[src/rtl/jtag_pkg.sv]
// Shared definitions for the JTAG memory-access path: status and command
// encodings and the memory-controller FSM state type (also used by the TAP side).
package jtag_pkg;

    localparam logic [1:0] StatusBusy = 2'b01;
    localparam logic [1:0] StatusOkay = 2'b10;
    localparam logic [1:0] StatusErr  = 2'b11;

    localparam logic [1:0] CmdRead  = 2'b01;
    localparam logic [1:0] CmdWrite = 2'b10;

    typedef enum logic [1:0] {
        StIdle,
        StReq,
        StWaitRd,
        StDone
    } jtag_state_e;

    // True for commands that touch memory; 00/11 are acknowledged without access.
    function automatic logic is_access(input logic [1:0] cmd);
        return (cmd == CmdRead) || (cmd == CmdWrite);
    endfunction

endpackage

[src/rtl/jtag_sync2.sv]
// Two-flop synchronizer for quasi-static or toggle signals crossing into clk.
// Ports:
//   clk   - destination clock
//   rst_n - asynchronous active-low reset, clears both stages
//   d     - asynchronous input
//   q     - synchronized output (two clk cycles of latency)
module jtag_sync2 #(
    parameter int unsigned Width = 1
) (
    input  logic             clk,
    input  logic             rst_n,
    input  logic [Width-1:0] d,
    output logic [Width-1:0] q
);

    logic [Width-1:0] meta_q;
    logic [Width-1:0] sync_q;

    always_ff @(posedge clk or negedge rst_n) begin
        if (!rst_n) begin
            meta_q <= '0;
            sync_q <= '0;
        end else begin
            meta_q <= d;
            sync_q <= meta_q;
        end
    end

    assign q = sync_q;

endmodule

[src/rtl/jtag_mem_ctrl.sv]
// System-clock consumer of TAP register updates. A toggle on jtag_req_tgl
// launches one read or write on a generic req/gnt/rvalid memory port; the
// result is reported via jtag_status / jtag_rdata and a toggle on jtag_ack_tgl.
// Ports:
//   clk, sys_rst_n          - system clock, asynchronous active-low reset
//   jtag_req_tgl            - request toggle from the TCK domain (asynchronous)
//   jtag_addr/wdata/cmd     - quasi-static request fields, captured on detection
//   jtag_ack_tgl            - toggles once per completed request
//   jtag_rdata, jtag_status - last good read data, BUSY/OKAY/ERR status
//   mem_req/we/addr/wdata   - memory request, held until mem_gnt
//   mem_gnt, mem_rvalid     - request accepted, read data valid
//   mem_rdata               - read data
module jtag_mem_ctrl
    import jtag_pkg::*;
#(
    parameter int unsigned ADDR_W  = 8,
    parameter int unsigned DATA_W  = 16,
    parameter int unsigned TIMEOUT = 64
) (
    input  logic              clk,
    input  logic              sys_rst_n,
    input  logic              jtag_req_tgl,
    input  logic [ADDR_W-1:0] jtag_addr,
    input  logic [DATA_W-1:0] jtag_wdata,
    input  logic [1:0]        jtag_cmd,
    output logic              jtag_ack_tgl,
    output logic [DATA_W-1:0] jtag_rdata,
    output logic [1:0]        jtag_status,
    output logic              mem_req,
    output logic              mem_we,
    output logic [ADDR_W-1:0] mem_addr,
    output logic [DATA_W-1:0] mem_wdata,
    input  logic              mem_gnt,
    input  logic              mem_rvalid,
    input  logic [DATA_W-1:0] mem_rdata
);

    jtag_state_e       state_q, state_d;
    logic              req_sync;
    logic              req_seen_q;
    logic              launch_q;   // captured fields are ready to be decoded
    logic [1:0]        cmd_q;
    logic [ADDR_W-1:0] addr_q;
    logic [DATA_W-1:0] wdata_q;
    logic [15:0]       tmo_cnt_q;
    logic [1:0]        result_q;
    logic [1:0]        status_q;
    logic              ack_q;
    logic [DATA_W-1:0] rdata_q;
    logic              pending;
    logic              tmo_hit;

    jtag_sync2 #(
        .Width(1)
    ) u_req_sync (
        .clk  (clk),
        .rst_n(sys_rst_n),
        .d    (jtag_req_tgl),
        .q    (req_sync)
    );

    assign pending = req_sync != req_seen_q;
    // >= rather than ==: a read granted on the last REQ cycle enters WAIT_RD
    // already past the limit and must still time out.
    assign tmo_hit = tmo_cnt_q >= 16'(TIMEOUT - 1);

    // State register
    always_ff @(posedge clk or negedge sys_rst_n) begin
        if (!sys_rst_n) begin
            state_q <= StIdle;
        end else begin
            state_q <= state_d;
        end
    end

    // Next-state logic; completing events take priority over the timeout.
    always_comb begin
        state_d = state_q;
        unique case (state_q)
            StIdle: begin
                if (launch_q && is_access(cmd_q)) begin
                    state_d = StReq;
                end
            end
            StReq: begin
                if (mem_gnt) begin
                    state_d = (cmd_q == CmdWrite) ? StDone : StWaitRd;
                end else if (tmo_hit) begin
                    state_d = StDone;
                end
            end
            StWaitRd: begin
                if (mem_rvalid || tmo_hit) begin
                    state_d = StDone;
                end
            end
            StDone:  state_d = StIdle;
            default: state_d = StIdle;
        endcase
    end

    // Outputs decoded from state
    always_comb begin
        mem_req = 1'b0;
        mem_we  = 1'b0;
        if (state_q == StReq) begin
            mem_req = 1'b1;
            mem_we  = cmd_q == CmdWrite;
        end
    end

    // Request capture, timeout counter and result registers
    always_ff @(posedge clk or negedge sys_rst_n) begin
        if (!sys_rst_n) begin
            req_seen_q <= 1'b0;
            launch_q   <= 1'b0;
            cmd_q      <= '0;
            addr_q     <= '0;
            wdata_q    <= '0;
            tmo_cnt_q  <= '0;
            result_q   <= StatusOkay;
            status_q   <= StatusOkay;
            ack_q      <= 1'b0;
            rdata_q    <= '0;
        end else begin
            launch_q <= 1'b0;
            unique case (state_q)
                StIdle: begin
                    if (launch_q) begin
                        if (is_access(cmd_q)) begin
                            status_q  <= StatusBusy;
                            tmo_cnt_q <= '0;
                        end else begin
                            ack_q <= ~ack_q;
                        end
                    end else if (pending) begin
                        req_seen_q <= req_sync;
                        cmd_q      <= jtag_cmd;
                        addr_q     <= jtag_addr;
                        wdata_q    <= jtag_wdata;
                        launch_q   <= 1'b1;
                    end
                end
                StReq: begin
                    tmo_cnt_q <= tmo_cnt_q + 16'd1;
                    // Only consumed on the way to DONE; a read grant is overwritten later.
                    result_q  <= mem_gnt ? StatusOkay : StatusErr;
                end
                StWaitRd: begin
                    tmo_cnt_q <= tmo_cnt_q + 16'd1;
                    result_q  <= mem_rvalid ? StatusOkay : StatusErr;
                    if (mem_rvalid) begin
                        rdata_q <= mem_rdata;
                    end
                end
                StDone: begin
                    status_q <= result_q;
                    ack_q    <= ~ack_q;
                end
                default: ;
            endcase
        end
    end

    assign mem_addr     = addr_q;
    assign mem_wdata    = wdata_q;
    assign jtag_ack_tgl = ack_q;
    assign jtag_rdata   = rdata_q;
    assign jtag_status  = status_q;

endmodule

[config.mk]
export PLATFORM = sky130hd
export DESIGN_NAME = jtag_mem_ctrl
export DESIGN_NICKNAME = d
export VERILOG_FILES = /design/src/rtl/jtag_pkg.sv /design/src/rtl/jtag_sync2.sv /design/src/rtl/jtag_mem_ctrl.sv
export SDC_FILE = /design/constraint.sdc
export NUM_CORES = 1
export LEC_CHECK = 0
export ABC_CLOCK_PERIOD_IN_PS = 2700
export CAP_MARGIN = 40
export CORE_ASPECT_RATIO = 1.4
export CORE_MARGIN = 5
export CORE_UTILIZATION = 47
export CTS_CLUSTER_DIAMETER = 80
export CTS_CLUSTER_SIZE = 24
export DETAILED_ROUTE_END_ITERATION = 6
export GPL_TIMING_DRIVEN = 0
export PLACE_DENSITY_LB_ADDON = 0.25
export SLEW_MARGIN = 20
export SYNTH_ARGS = -nofsm -noshare
export SYNTH_HDL_FRONTEND = slang
export SYNTH_SLANG_ARGS = --single-unit
[constraint.sdc]
create_clock -name clk -period 2.7 [get_ports clk]
set_clock_uncertainty 0.15 [all_clocks]
set_input_delay 0.54 -clock clk [delete_from_list [all_inputs] [get_ports clk]]
set_output_delay 0.54 -clock clk [all_outputs]
set_load 0.005 [all_outputs]
Word-level counts from Yosys, hierarchy flattened
Index checks and enable logic that the tools add are counted.
- add/subtract/negate cells: 1
- multipliers: 0
- divide/modulo/power cells: 0
- magnitude comparators: 1
- equality and inequality tests: 12
- shift operators: 0
- mux-type cells: 23
- bitwise logic cells: 2
- reduce and logical (&&, ||, !) cells: 14
- operators by type and width (cell ; count):
    16-bit two-way mux ; 2
    16-bit case mux with 2 select lines ; 1
    16-bit by 1-bit adder with 16-bit output (second input constant) ; 1
    16-bit by 6-bit >= comparator with 1-bit output (second input constant) ; 1
    3-bit AND reduction ; 5
    2-bit two-way mux ; 6
    1-bit two-way mux ; 10
    2-bit != test (second input constant) ; 5
    2-bit case mux with 2 select lines ; 2
    2-bit case mux with 4 select lines ; 1
    2-bit == test (second input constant) ; 3
    2-bit nonzero test ; 3
    2-bit by 1-bit == test with 1-bit output (second input constant) ; 2
    3-bit != test (second input constant) ; 1
    2-bit logical NOT ; 1
    1-bit logical OR ; 2
    1-bit NOT ; 2
    1-bit case mux with 2 select lines ; 1
    2-bit AND reduction ; 1
    2-bit OR reduction ; 1
    1-bit logical AND ; 1
    1-bit != test ; 1
- flip-flop bits (word level): 69
- bits in latches: 0
- bits in writable memories: 0
- bits in read-only memories: 0
- input port bits: 47
- output and inout port bits: 45
- memories: 0

Logic depth before layout (Yosys ltp)
- word-level depth: 5
- depth in mapped cells: 8
- mapped depth without buffers: 6

Hierarchy
Synthesis repeated with hierarchy kept, for this count alone.
- cell total of the unflattened synthesis: 246
- area total of the unflattened synthesis: 3017.9 µm²
- modules (own cells, without submodules) (module ; instances ; cells each ; area each (µm²)):
    jtag_mem_ctrl ; 1 ; 244 ; 2967.8
    jtag_sync2 ; 1 ; 2 ; 50.0

Worst setup path after synthesis
No wires, ideal clock.
- path kind: reg-to-reg
- start point: register state_q[0]
- end point: register addr_q[0] (netlist: mem_addr[0])
- library setup time: 0.125 ns
- data arrival time: 1.667 ns
- data required time: 2.425 ns
- path slack: 0.758 ns
- stages on the path, launching flop included: 8
- buffers on the path: 2
- cells stage by stage: dfrtp_1 -> inv_1 -> ha_1 -> nor2b_1 -> and2_1 -> buf_2 -> buf_2 -> mux2_2
- word-level cells in the longest chain between the ends: 2
- ends and longest elaborated chain (element ; RTL line ; source):
    start, declared ; jtag_mem_ctrl.sv:38 ; jtag_state_e state_q, state_d;
    start signal, assigned ; jtag_mem_ctrl.sv:70 ; state_q <= StIdle;
    start signal, assigned ; jtag_mem_ctrl.sv:72 ; state_q <= state_d;
    2-bit logical NOT ; jtag_mem_ctrl.sv:127 ; unique case (state_q)
    3-bit AND reduction (no source line) ; -- ;
    end signal, assigned ; jtag_mem_ctrl.sv:139 ; addr_q <= jtag_addr;
    end, declared ; jtag_mem_ctrl.sv:43 ; logic [ADDR_W-1:0] addr_q;
No other way between the ends.
A chain may end at the register's enable or synchronous reset.

Final worst setup path
- start point: register state_q[1]
- end point: output port mem_we
- word-level cells in the longest chain between the ends: 2
- ends and longest elaborated chain (element ; RTL line ; source):
    2-bit by 1-bit == test with 1-bit output ; jtag_mem_ctrl.sv:106 ; if (state_q == StReq) begin
    1-bit two-way mux ; jtag_mem_ctrl.sv:106 ;
    end, declared ; jtag_mem_ctrl.sv:30 ; output logic mem_we,
No other way between the ends.

==> qor.csv <==
stage,metric,value,unit
run_status,status,finished clean,
logic_synthesis,post-synthesis mux area share,16.3,%
sta,setup TNS,0,ns
floorplan,top-level I/O count,92,
floorplan,initial core utilization,48.3,%
sta,Slew headroom,63.9,%
sta,final hold violation count,0,
global_route,total gr overflow,0,
logic_synthesis,Ys Warns,0,
placement,post-DP HPWL,5.33,mm
critical_path,crit path max-delay cell type,clkdlybuf4s50_1,
min_path,Hold Path End,u_req_sync.q,
logic_synthesis,simple-gate area share of the yosys netlist,11.7,%
clocking,CTS sink cnt,68,
critical_path,cell chain of the critical path,inv_1 -> ha_1 -> and2_1 -> clkdlybuf4s50_1,
critical_path,CP Data Arrival Time,1.80,ns
layout,diode count,0,
critical_path,Crit. End Element,primary output,
critical_path,R2R Path Start,state_q[0],
sta,RSZ-0062 raised after global routing,no,
clocking,latest clock arrival within the worst-skew pair,0.34,ns
logic_synthesis,synthesized area,0.00302,mm2
job,MaxCap Viol Count,0,
placement,RD Place Congestion,0.870,
critical_path,crit path max fanout,4,
drt,Routed Wire Length,7.05,mm
clocking,CTS tree,built,
logic_synthesis,Syn Inst Count,246,
sta,count of final max-slew check failures,0,
floorplan,DIE AREA,0.00815,mm2
drt,WL/cell,16.5,um
power,power density cells,1120,mW/mm2
global_route,initial antenna violation count,0,
min_path,hold crit path type,reg2reg,
min_path,worst hold start,u_req_sync.meta_q,
logic_synthesis,fraction of the mapped netlist area in compound gates,9.66,%
critical_path,Setup crit start,state_q[1],
logic_synthesis,register bit total from synthesis,68,
floorplan,Rows,34,
critical_path,Startpoint Class,flop,
logic_synthesis,syn_nets,299,
global_route,largest net degree at the start of global routing,37,
clocking,Clock Pin Slew Worst Setup and Hold Paths,0.06,ns
drt,drt drc,0,
logic_synthesis,Netlist cell types,46,
power,LEAKAGE,0.00181,uW
min_path,hold depth,0,
drt,ANT nets after route,0,
sta,min Tclk post-route,2.49,ns
critical_path,Reg2Reg Depth,8,
logic_synthesis,Synth top area share,55.6,%
critical_path,Setup CP Type,reg2out,
drt,Vias/cell,5.49,
floorplan,Chip Height,105,um
drt,via count,2346,
placement,worst slack at placement,0.292,ns
drt,drt pass-1 iters,4,
floorplan,Die Width,77.7,um
critical_path,reg2reg end,tmo_cnt_q[7],
clocking,H-tree Lvls,3,
layout,share of cells above drive strength 1,19.7,%
logic_synthesis,post-synthesis sequential area ratio,56.4,%
logic_synthesis,Synth area leader,dfrtp_1,
logic_synthesis,synth top area cells,"dfrtp_1 (56%), mux2_2 (16%), ha_1 (2.5%), nand2_1 (2.4%), o21ai_0 (2.0%)",
critical_path,crit-path max cell delay,0.51,ns
sta,max frequency,402,MHz
floorplan,core box area,0.00625,mm2
layout,final core occ,68.5,%
layout,final net count,403,
critical_path,required time of the critical path,2.01,ns
clocking,Root Driver,clkbuf_8,
logic_synthesis,XOR/XNOR share of the synthesized area,0.580,%
logic_synthesis,largest family of logic cells by synthesized area,multiplexers,
sta,final worst slack,0.214,ns
layout,P&R area growth vs syn,41.9,%
sta,Tightest Pin Transition,0.542,ns
placement,# port buffers,91,
global_route,first-pass GRT wire length,11.9,mm
critical_path,R2R setup slack,0.43,ns
global_route,vias in the first global route,2489,
global_route,total track usage,18.3,%
logic_synthesis,Adder-Cell Fraction of Synth Area,2.49,%
drt,starting DRC count in detailed routing,155,
logic_synthesis,Mapped Avg Cell Area,12.3,um2
sta,final worst path period share,92.1,%
clocking,clk buf depth,2,
sta,WHS,0.199,ns
power,Tot Pwr,4800,uW
power,VDD IR-drop max,0.598,mV
sta,Final Setup Violations,0,
clocking,CTS Buf Count,9,
-- what timing repair did --
| item | 4_1_cts | 5_1_grt |
|---|---|---|
| buffers inserted | 0 | 0 |
| hold buffers | 1 | 0 |
| resized for setup | 0 | 0 |
| endpoints found under the hold margin | 8 | 0 |
-- critical path, delay by kind of cell, from the launching register on --
family,cells,cell delay (ns)
flip-flops,1,0.42
AND/OR/NAND/NOR,1,0.16
buffers and inverters,2,0.62
adder cells (fa/ha/maj),1,0.26
-- worst max path at each step --
stage	end	slack, ns	cells after the start
floorplan	mem_addr[0]	0.76	7
global placement	jtag_rdata[15]	-1.39	1
detailed placement	jtag_rdata[12]	0.29	4
CTS	mem_we	0.20	4
global route	mem_we	0.15	4
finish	mem_we	0.21	4
-- synthesized netlist by cell type, drive strengths merged --
cell     count
dfrtp       67
mux2        42
nand2       19
o21ai       12
nand3       10
a21oi        7
clkbuf       7
inv          7
nor2         7
ha           6
nor3         5
and2         4
buf          4
nor2b        4
nor4         4
o31ai        4
nand2b       3
nand4        3
o41ai        3
a221o        2
a31oi        2
mux2i        2
nand4b       2
a211oi       1
a21o         1
a22o         1
a311o        1
a32o         1
a32oi        1
and3         1
and4         1
dfstp        1
nand4bb      1
o2111ai      1
o211a        1
o211ai       1
o21a         1
o221ai       1
o311a        1
or3          1
or4          1
xnor2        1
xor2         1
-- stage by stage --
stage	cell area [um2]	cells
2_1_floorplan	3020	246
3_3_place_gp	4020	409
3_5_place_dp	4040	410
4_1_cts	4280	427
5_1_grt	4280	427
6_report	4280	427
-- placed cells by master, fill, tap and decap left out, types with 2 or more instances in the layout --
| cell | netlist | layout |
|---|---|---|
| bufinv_16 | 0 | 2 |
| clkdlybuf4s50_1 | 0 | 90 |
| nand2b_1 | 3 | 3 |
| inv_1 | 7 | 7 |
| nand2_1 | 19 | 19 |
| nand3_1 | 10 | 10 |
| nor4_1 | 4 | 4 |
| a221o_1 | 2 | 2 |
| nor2b_1 | 4 | 4 |
| ha_1 | 6 | 6 |
| a21oi_1 | 7 | 7 |
| buf_2 | 4 | 4 |
| mux2i_1 | 2 | 2 |
| o31ai_1 | 4 | 4 |
| nand4b_1 | 2 | 2 |
| clkbuf_8 | 1 | 13 |
| a31oi_1 | 2 | 2 |
| and2_1 | 4 | 4 |
| o21ai_0 | 12 | 12 |
| clkbuf_1 | 5 | 6 |
| nor3_1 | 5 | 5 |
| o41ai_1 | 3 | 3 |
| nor2_1 | 7 | 7 |
| mux2_2 | 42 | 42 |
| dfrtp_1 | 67 | 67 |
| nand4_1 | 2 | 2 |
-- final cells by class --
cell class	instances	area, um2
repair buffers	93	938
fillers	466	1970
inverters	7	26.3
multi-input cells	160	1230
clock inverters	3	67.6
well taps	72	90.1
flip-flops and latches	68	1700
clock buffers	13	169
plain buffers	11	57.6
-- per-layer routing --
layer | wire, um | global-route usage [%] | part of all wire [%] | up-vias
met5 | 0 | 0 | 0 | -
met4 | 203 | 10.1 | 2.9 | 0
met3 | 318 | 4.22 | 4.5 | 19
met2 | 3920 | 32.1 | 56 | 63
met1 | 2610 | 19.8 | 37 | 1162
li1 | - | - | - | 1102
-- power by group --
group	total (uW)	leakage (uW)	internal, uW	switching, uW
Sequential	1660	0.000835	1440	217
Clock	970	0.000116	596	373
Combinational	2180	0.000855	1270	912
Total	4800	0.00181	3300	1500
-- sequential cells by signal, summed over array words and instances, names as in the netlist, 2 cells and up --
register	flops
mem_addr	8
state_q	2
tmo_cnt_q	16
jtag_status	2
jtag_rdata	16
cmd_q	2
mem_wdata	16
-- cells by family (layout without fill, tap and decap cells) --
kind of cell | count (synthesis) | count (layout)
mux | 44 | 44
fa+ha+maj | 6 | 6
xor+xnor | 2 | 2
flops | 68 | 68
buf+inv | 18 | 127
compound gates | 42 | 42
simple gates | 66 | 66
Note: power is estimated with default switching activity, not from simulation.
